$ cat src/rtl/bcd_countdown_timer.sv
// Multi-digit BCD countdown timer with preset editing, run/pause control and expiry flags.
// Drives a seven-segment front end with BCD digits, a blanking mask and status levels/pulses.
module bcd_countdown_timer #(
    parameter int DIGITS   = 4,
    parameter int TICK_DIV = 25_000_000,
    parameter bit WRAP     = 1'b0
) (
    input  logic                clk,
    input  logic                rst_n,
    input  logic                set_mode,
    input  logic                inc,
    input  logic                dec,
    input  logic                sel_left,
    input  logic                sel_right,
    input  logic                start,
    output logic [4*DIGITS-1:0] digits,
    output logic [DIGITS-1:0]   cursor,
    output logic [DIGITS-1:0]   mask,
    output logic                running,
    output logic                expired,
    output logic                done
);

    localparam int             PW        = $clog2(TICK_DIV);
    localparam logic [PW-1:0]  TICK_LAST = PW'(TICK_DIV - 1);

    typedef enum logic [2:0] {S_IDLE, S_SET, S_RUN, S_PAUSE, S_DONE} state_t;

    state_t              state_q, state_d;
    logic [4*DIGITS-1:0] preset_q, preset_d;
    logic [4*DIGITS-1:0] count_q, count_d;
    logic [PW-1:0]       presc_q, presc_d;
    logic [DIGITS-1:0]   cursor_q, cursor_d;
    logic                expired_q, expired_d;
    logic [4*DIGITS-1:0] digits_q, digits_d;
    logic [DIGITS-1:0]   mask_q, mask_d;
    logic                running_q, running_d;
    logic                done_q, done_d;

    logic [4*DIGITS-1:0] preset_edit;
    logic [4*DIGITS-1:0] count_dec;
    logic [DIGITS-1:0]   cursor_left, cursor_right;
    logic [DIGITS-1:0]   lead_nz;
    logic [4*DIGITS-1:0] shown_d;
    logic                tick, dec_zero, count_nz;
    logic                inc_only, dec_only;

    assign inc_only = inc & ~dec;
    assign dec_only = dec & ~inc;

    // Per-digit preset edit; only the digit under the cursor changes, no carry between digits.
    for (genvar gi = 0; gi < DIGITS; gi++) begin : g_edit
        logic [3:0] d, up, dn;
        assign d  = preset_q[4*gi +: 4];
        assign up = (d == 4'd9) ? (WRAP ? 4'd0 : 4'd9) : d + 4'd1;
        assign dn = (d == 4'd0) ? (WRAP ? 4'd9 : 4'd0) : d - 4'd1;
        assign preset_edit[4*gi +: 4] = (cursor_q[gi] && inc_only) ? up :
                                        (cursor_q[gi] && dec_only) ? dn : d;
    end

    always_comb begin : cursor_rotate
        cursor_left  = '0;
        cursor_right = '0;
        for (int i = 0; i < DIGITS; i++) begin
            cursor_left[(i + 1) % DIGITS] = cursor_q[i];
            cursor_right[i]               = cursor_q[(i + 1) % DIGITS];
        end
    end

    always_comb begin : bcd_decrement
        logic borrow;
        count_dec = count_q;
        borrow    = 1'b1;
        for (int i = 0; i < DIGITS; i++) begin
            if (borrow) begin
                if (count_q[4*i +: 4] == 4'd0) begin
                    count_dec[4*i +: 4] = 4'd9;
                end else begin
                    count_dec[4*i +: 4] = count_q[4*i +: 4] - 4'd1;
                    borrow              = 1'b0;
                end
            end
        end
    end

    assign count_nz = |count_q;
    assign tick     = (state_q == S_RUN) && (presc_q == TICK_LAST);
    assign dec_zero = (count_dec == '0);

    always_ff @(posedge clk or negedge rst_n) begin : state_reg
        if (!rst_n) begin
            state_q   <= S_IDLE;
            preset_q  <= '0;
            count_q   <= '0;
            presc_q   <= '0;
            cursor_q  <= DIGITS'(1);
            expired_q <= 1'b0;
            digits_q  <= '0;
            mask_q    <= DIGITS'(1);
            running_q <= 1'b0;
            done_q    <= 1'b0;
        end else begin
            state_q   <= state_d;
            preset_q  <= preset_d;
            count_q   <= count_d;
            presc_q   <= presc_d;
            cursor_q  <= cursor_d;
            expired_q <= expired_d;
            digits_q  <= digits_d;
            mask_q    <= mask_d;
            running_q <= running_d;
            done_q    <= done_d;
        end
    end

    always_comb begin : next_state
        state_d   = state_q;
        preset_d  = preset_q;
        count_d   = count_q;
        presc_d   = presc_q;
        cursor_d  = cursor_q;
        expired_d = 1'b0;
        if (set_mode) begin
            // Entering SET from elsewhere freezes everything; edits start once SET is established.
            state_d = S_SET;
            if (state_q == S_SET) begin
                preset_d = preset_edit;
                if (sel_left && !sel_right) begin
                    cursor_d = cursor_left;
                end else if (sel_right && !sel_left) begin
                    cursor_d = cursor_right;
                end
            end
        end else begin
            unique case (state_q)
                S_SET: begin
                    state_d = S_IDLE;
                    count_d = preset_q;
                    presc_d = '0;
                end
                S_IDLE: begin
                    if (start && count_nz) begin
                        state_d = S_RUN;
                        presc_d = '0;
                    end
                end
                S_RUN: begin
                    presc_d = tick ? '0 : presc_q + PW'(1);
                    if (tick) begin
                        count_d = count_dec;
                    end
                    if (tick && dec_zero) begin
                        state_d   = S_DONE;
                        expired_d = 1'b1;
                    end else if (start) begin
                        state_d = S_PAUSE;
                    end
                end
                S_PAUSE: begin
                    if (start) begin
                        state_d = S_RUN;
                    end
                end
                S_DONE: begin
                    if (start) begin
                        state_d = S_IDLE;
                        count_d = preset_q;
                    end
                end
                default: state_d = S_IDLE;
            endcase
        end
    end

    always_comb begin : outputs
        shown_d   = (state_d == S_SET) ? preset_d : count_d;
        running_d = (state_d == S_RUN);
        done_d    = (state_d == S_DONE);
        digits_d  = shown_d;
        lead_nz   = '0;
        for (int i = DIGITS - 1; i >= 0; i--) begin
            lead_nz[i] = (|shown_d[4*i +: 4]) | ((i < DIGITS - 1) ? lead_nz[(i + 1) % DIGITS] : 1'b0);
        end
        mask_d = (state_d == S_SET) ? '1 : (lead_nz | DIGITS'(1));
    end

    assign digits  = digits_q;
    assign cursor  = cursor_q;
    assign mask    = mask_q;
    assign running = running_q;
    assign expired = expired_q;
    assign done    = done_q;

endmodule

$ cat config.mk
export PLATFORM = sky130hd
export DESIGN_NAME = bcd_countdown_timer
export DESIGN_NICKNAME = d
export VERILOG_FILES = /design/src/rtl/bcd_countdown_timer.sv
export SDC_FILE = /design/constraint.sdc
export NUM_CORES = 1
export LEC_CHECK = 0
export BUFFER_PORTS_ARGS = -buffer_cell sky130_fd_sc_hd__buf_2
export CAP_MARGIN = 20
export CORE_MARGIN = 2
export CORE_UTILIZATION = 62
export CTS_CLUSTER_DIAMETER = 150
export DETAILED_ROUTE_END_ITERATION = 7
export GPL_ROUTABILITY_DRIVEN = 0
export PLACE_DENSITY = 0.92
export SLEW_MARGIN = 30
export SYNTH_ARGS = -nofsm -noshare
export SYNTH_HDL_FRONTEND = slang
export SYNTH_SLANG_ARGS = --single-unit
export TNS_END_PERCENT = 5
$ cat constraint.sdc
create_clock -name clk -period 3.5 [get_ports clk]
set_clock_uncertainty 0.05 [all_clocks]
set_input_delay 0 -clock clk [delete_from_list [all_inputs] [get_ports clk]]
set_output_delay 0 -clock clk [all_outputs]
set_load 0.01 [all_outputs]
=== Word-level counts from Yosys, hierarchy flattened ===
Index checks and enable logic that the tools add are counted.

* Register bits: 87
* Input bits: 8
* Output and inout port bits: 27
* Word-level logic and storage cells: 127

* Add/sub/neg operators: 13
* Eq/ne operators: 13
* Mux-type cells: 51
* Bitwise gates (word level): 7
* Reductions and logical operators: 33

{| class="wikitable"
|+ Operator list
! kind !! count
|-
| $mux 4 || 26
|-
| $mux 16 || 6
|-
| $pmux 25 s3 || 1
|-
| $mux 25 || 2
|-
| $pmux 16 s3 || 1
|-
| $logic_not 4->1 || 8
|-
| $sub 4x1->4 const B || 8
|-
| $add 25x1->25 const B || 1
|-
| $eq 25x25->1 const B || 1
|-
| $mux 3 || 6
|-
| $add 4x1->4 const B || 4
|-
| $eq 4x4->1 const B || 4
|-
| $logic_not 16->1 || 1
|-
| $reduce_or 16->1 || 1
|-
| $logic_and 1x1->1 || 13
|-
| $pmux 3 s4 || 1
|-
| $reduce_or 4->1 || 3
|-
| $eq 3x2->1 const B || 3
|-
| $mux 1 || 8
|-
| $eq 3x1->1 const B || 2
|-
| $eq 3x3->1 const B || 2
|-
| $reduce_and 3->1 || 2
|-
| $logic_not 3->1 || 1
|-
| $not 1->1 || 3
|-
| 6 further kinds || 9
|}

=== Depth between registers and ports, before layout ===
* Depth in word-level cells: 16
* Depth in mapped cells: 10
* Depth with buffers taken out: 8

=== Worst setup path before layout ===
No wires, ideal clock.

* Kind: flip-flop to flip-flop
* Start point: register presc_q[0]
* End point: register digits_q[9], in the netlist digits[9]
* Setup time: 0.137 ns
* Arrival: 2.356 ns
* Data required time: 3.313 ns
* Setup slack: 0.957 ns
* Stages on the path, launching flop included: 10
* Path buffers: 1
* Period minus slack after synthesis: 2.543 ns
* Path through: dfrtp_1 ha_1 nand3_2 or2_1 or4_1 clkbuf_1 nor2_1 mux2_2 a221oi_1 a21oi_1

* Cells in the longest elaborated chain, start to end: 8
* Elaborated cells between the ends (all ways): 11
* Those cells by class: eq/ne: 2; mux: 7; reduce/logical: 2

{| class="wikitable"
|+ RTL lines
! item !! line !! text
|-
| start: declaration || 32 || <nowiki>logic [PW-1:0] presc_q, presc_d;</nowiki>
|-
| start signal: assignment || 106 || <nowiki>presc_q <= presc_d;</nowiki>
|-
| $eq 25x25->1 * || 87 || <nowiki>assign tick = (state_q == S_RUN) && (presc_q == TICK_LAST);</nowiki>
|-
| $logic_and 1x1->1 * || 87 ||
|-
| $logic_and 1x1->1 || 152 || <nowiki>if (tick && dec_zero) begin</nowiki>
|-
| $mux 3 || 152 ||
|-
| $pmux 3 s4 || 135 || <nowiki>unique case (state_q)</nowiki>
|-
| $mux 3 || 123 || <nowiki>if (set_mode) begin</nowiki>
|-
| $eq 3x1->1 || 176 || <nowiki>shown_d = (state_d == S_SET) ? preset_d : count_d;</nowiki>
|-
| $mux 16 * || 176 ||
|-
| net digits_d[9] || 35 || <nowiki>logic [4*DIGITS-1:0] digits_q, digits_d;</nowiki>
|-
| end signal: assignment || 109 || <nowiki>digits_q <= digits_d;</nowiki>
|-
| end: declaration || 35 ||
|}

Mark *: on every way through the listed nets, which the timed path passes. The rest lies on a longest branch.
A chain may end at the register's enable or synchronous reset.

=== Worst setup path in the final report ===
* Start point: register presc_q[0]
* End point: register mask_q[1], in the netlist mask[1]

* Elaborated cells between the ends (all ways): 17
* Those cells by class: eq/ne: 2; mux: 8; bitwise: 2; reduce/logical: 5

{| class="wikitable"
|+ RTL lines
! item !! line !! text
|-
| $eq 25x25->1 || 87 ||
|-
| $logic_and 1x1->1 || 87 ||
|-
| $mux 16 || 149 || <nowiki>if (tick) begin</nowiki>
|-
| $pmux 16 s3 || 135 ||
|-
| $mux 16 || 123 ||
|-
| net count_d[9] || 31 || <nowiki>logic [4*DIGITS-1:0] count_q, count_d;</nowiki>
|-
| $mux 16 || 176 ||
|-
| $reduce_or 4->1 || 182 || <nowiki>lead_nz[i] = (|shown_d[4*i +: 4]) | ((i < DIGITS - 1) ? lead_nz[(i + 1) % DIGITS] : 1'b0);</nowiki>
|-
| $or 1x1->1 (2 in series) || 182 ||
|-
| $mux 4 || 184 || <nowiki>mask_d = (state_d == S_SET) ? '1 : (lead_nz | DIGITS'(1));</nowiki>
|-
| net mask_d[1] || 36 || <nowiki>logic [DIGITS-1:0] mask_q, mask_d;</nowiki>
|-
| end signal: assignment || 110 || <nowiki>mask_q <= mask_d;</nowiki>
|-
| end: declaration || 36 ||
|}

The timed path passes the listed nets, and every way through them passes these cells.

==> metrics.csv <==
stage,metric,value,unit
outcome,status,completed,
critical_path,cp.required,3.70,ns
pwr,p_comb_frac,0.097,
pwr,clock_group_share_of_total_power,0.392,
logic_synthesis,netlist_area,0.00640,mm2
clock_network,clk_pin_slew_worst_setup_hold_paths,0.10,ns
grt,largest_net_degree_at_the_start_of_global_routing,87,
layout,areaGrowthSynthToFinish,5.85,%
timing,timing.max_slew.rel_slack,0.480,
layout,finalNonFillerCells,970,
routing,route.detailed.wl_per_inst,18.8,um
timing,hold_ws,0.0746,ns
clock_network,cts_inserted_buffers,9,
pwr,power.sequential.fraction,0.511,
pwr,static-leakage-power,2.71,nW
timing,grt_setup_unrepaired,false,
grt,vias_in_the_first_global_route,6040,
run,max_cap_violations,0,
pwr,switching_share,0.267,
clock_network,post_cts.repair.setup_buffers,0,
worst_hold_path,hold_class,in2reg,
routing,postRouteWirelength,18.2,mm
die,chipHeight,106,um
place,dp_hpwl,12.3,mm
timing,finalSetupTns,0,ns
pwr,power.net_switching,0.530,mW
clock_network,total_of_hold_buffers_inserted_after_clock_tree_synthesis,1,
grt,grt_first_pass_wirelength,30.0,mm
clock_network,cts_resized,0,
die,floorplan.rows,37,
clock_network,clk_latency,0.38,ns
critical_path,critical_path.reg2reg.startpoint,presc_q[0],
clock_network,cts_tree,yes,
logic_synthesis,yosys.cell_count.top_type,sky130_fd_sc_hd__o21ai_0,
die,io_pins,35,
pwr,intPower,1.45,mW
clock_network,cts_num_sinks,86,
critical_path,critPathLaunchType,register,
die,die-area,0.0112,mm2
layout,layout.core_utilization,0.665,
pwr,power.ir.vdd_worst,0.000233,V
logic_synthesis,synth-seq-cells,86,
timing,post-route-min-period,3.03,ns
layout,design.final.nets,839,
logic_synthesis,synth_edf_count,0,
timing,setup-violations-final,0,
routing,detailedRoute.firstIterationViolations,963,
grt,grt.overflow.total,0,
logic_synthesis,synth_area_leaders,"sky130_fd_sc_hd__dfrtp_1, sky130_fd_sc_hd__o21ai_0, sky130_fd_sc_hd__nand2_1",
logic_synthesis,mapped_avg_cell_area,7.56,um2
die,floorplan.core_area,0.0102,mm2
logic_synthesis,yosysTopAreaCell,sky130_fd_sc_hd__dfrtp_1,
clock_network,root_buffer,sky130_fd_sc_hd__clkbuf_8,
place,dp_cells,953,
critical_path,startpoint,presc_q[0],
routing,route.vias.total,6823,
die,chipWidth,106,um
timing,achievable-frequency,330,MHz
logic_synthesis,yosysUniqueCellTypes,76,
logic_synthesis,syn_nets,856,
die,effective_utilization_at_floorplan,0.628,
clock_network,h-tree-depth,3,
worst_hold_path,min_from,start,
routing,detailedRoute.firstPassIterationCount,6,
logic_synthesis,synth_cells,846,
clock_network,ctsLongestPathBuffers,2,
timing,hold_viol,0,
logic_synthesis,synth_top_area_share,0.332,
pwr,pwr_density_cell,293,mW/mm2
timing,final_critical_path_setup_slack,0.474,ns
place,port-buffer-count,33,
logic_synthesis,synthesis.yosys.warnings,0,
grt,antenna_found_initial,1,
logic_synthesis,synth-async-reset-ratio,1.00,
timing,worstMarginPinSlew,0.780,ns
critical_path,worst_ep_arrival_time,3.23,ns
layout,final_layout_size_suffix_gt1_frac,0.110,
critical_path,critical_path_class,reg2reg,
timing,finalMaxSlewViolations,0,
routing,post-route-drc-count,0,
logic_synthesis,ys.flop_type,sky130_fd_sc_hd__dfrtp_1,
critical_path,timing.critical_path.to_type,register,
routing,antenna_left,0,
logic_synthesis,top_post_synthesis_cells_by_count,"sky130_fd_sc_hd__o21ai_0, sky130_fd_sc_hd__nand2_1, sky130_fd_sc_hd__dfrtp_1",
logic_synthesis,synth-seq-area-share,0.336,
layout,fill_cells,867,
routing,vias_per_cell,7.03,
timing,min_period_over_period,0.865,
grt,gr-usage-all-layers,0.333,
place,dp_worst_setup_slack,0.596,ns
critical_path,critical_path.max_fanout,12,
layout,n_antenna_cell,0,
[worst max-delay path, stage by stage (launching register included)]
cell	delay (ns)
sky130_fd_sc_hd__dfrtp_1	0.41
sky130_fd_sc_hd__ha_1	0.23
sky130_fd_sc_hd__nand3_2	0.14
sky130_fd_sc_hd__nand4bb_1	0.58
sky130_fd_sc_hd__nor2_1	0.33
sky130_fd_sc_hd__o21ai_1	0.26
sky130_fd_sc_hd__a211o_1	0.38
sky130_fd_sc_hd__nor3_1	0.35
sky130_fd_sc_hd__nand4b_1	0.14
[flip-flops by register name (all words and copies together) (netlist names)]
signal and flops:
done 1, cursor 4, mask 3, count_q 16, digits 16, expired 1, state_q 3, running 1
preset_q 16, presc_q 25
[power groups by stage]
stage	clock, mW	sequential (mW)	combinational (mW)
floorplan	0	1.04	0.108
global placement	0	1.03	0.180
detailed placement	0	1.03	0.185
CTS	0.776	1.01	0.187
global route	0.816	1.02	0.208
finish	0.778	1.01	0.192
[metrics by stage]
stage	power [mW]	area [um2]
2_1_floorplan	1.14	6400
3_3_place_gp	1.21	6540
3_5_place_dp	1.22	6550
4_1_cts	1.98	6770
5_1_grt	2.04	6770
6_report	1.98	6770
[worst paths after layout]
kind | endpoint | slack [ns] | cells past startpoint
max | mask[1] | 0.47 | 8
min | state_q[2] | 0.07 | 3
max reg2reg | mask[1] | 0.47 | 8
min reg2reg | presc_q[21] | 0.46 | 1
max in group asynchronous | count_q[13] | 2.68 | 2
min in group asynchronous | presc_q[22] | 0.20 | 2
[area by class of cell]
class                   instances  area [um2]  area share
inverters                      15        56.3     0.00831
well taps                     136         170      0.0251
clock inverters                 4        53.8     0.00794
clock buffers                  12         165      0.0244
repair buffers                 54         332      0.0489
flip-flops and latches         86        2150       0.318
multi-input cells             663        3840       0.567
[cell usage in the layout, fill, tap and decap left out, types with 14 or more instances in the layout]
master                       n
sky130_fd_sc_hd__o21ai_0   118
sky130_fd_sc_hd__nand2_1    99
sky130_fd_sc_hd__dfrtp_1    85
sky130_fd_sc_hd__nor2_1     73
sky130_fd_sc_hd__a21oi_1    56
sky130_fd_sc_hd__buf_2      32
sky130_fd_sc_hd__nor3_1     31
sky130_fd_sc_hd__nand3_1    24
sky130_fd_sc_hd__buf_4      20
sky130_fd_sc_hd__nor4_1     16
sky130_fd_sc_hd__inv_1      15
sky130_fd_sc_hd__o221ai_1   14
[metal layers]
metal,vias up,GRT usage,wire [um]
met5,-,0,7
met3,98,0.0625,2170
met1,3110,0.470,7280
met2,536,0.496,7920
li1,3077,-,-
met4,2,0.155,862
[kinds of logic after synthesis]
group,Yosys count,share of synthesized area
buffers and inverters,97,0.0629
AO/OA/AOI/OAI,298,0.287
XOR/XNOR,11,0.0151
AND/OR/NAND/NOR,335,0.268
other,1,0.000586
multiplexers,16,0.0256
adder cells (fa/ha/maj),2,0.00391
flip-flops,86,0.336
No activity file was read; power rests on OpenSTA's default activity.
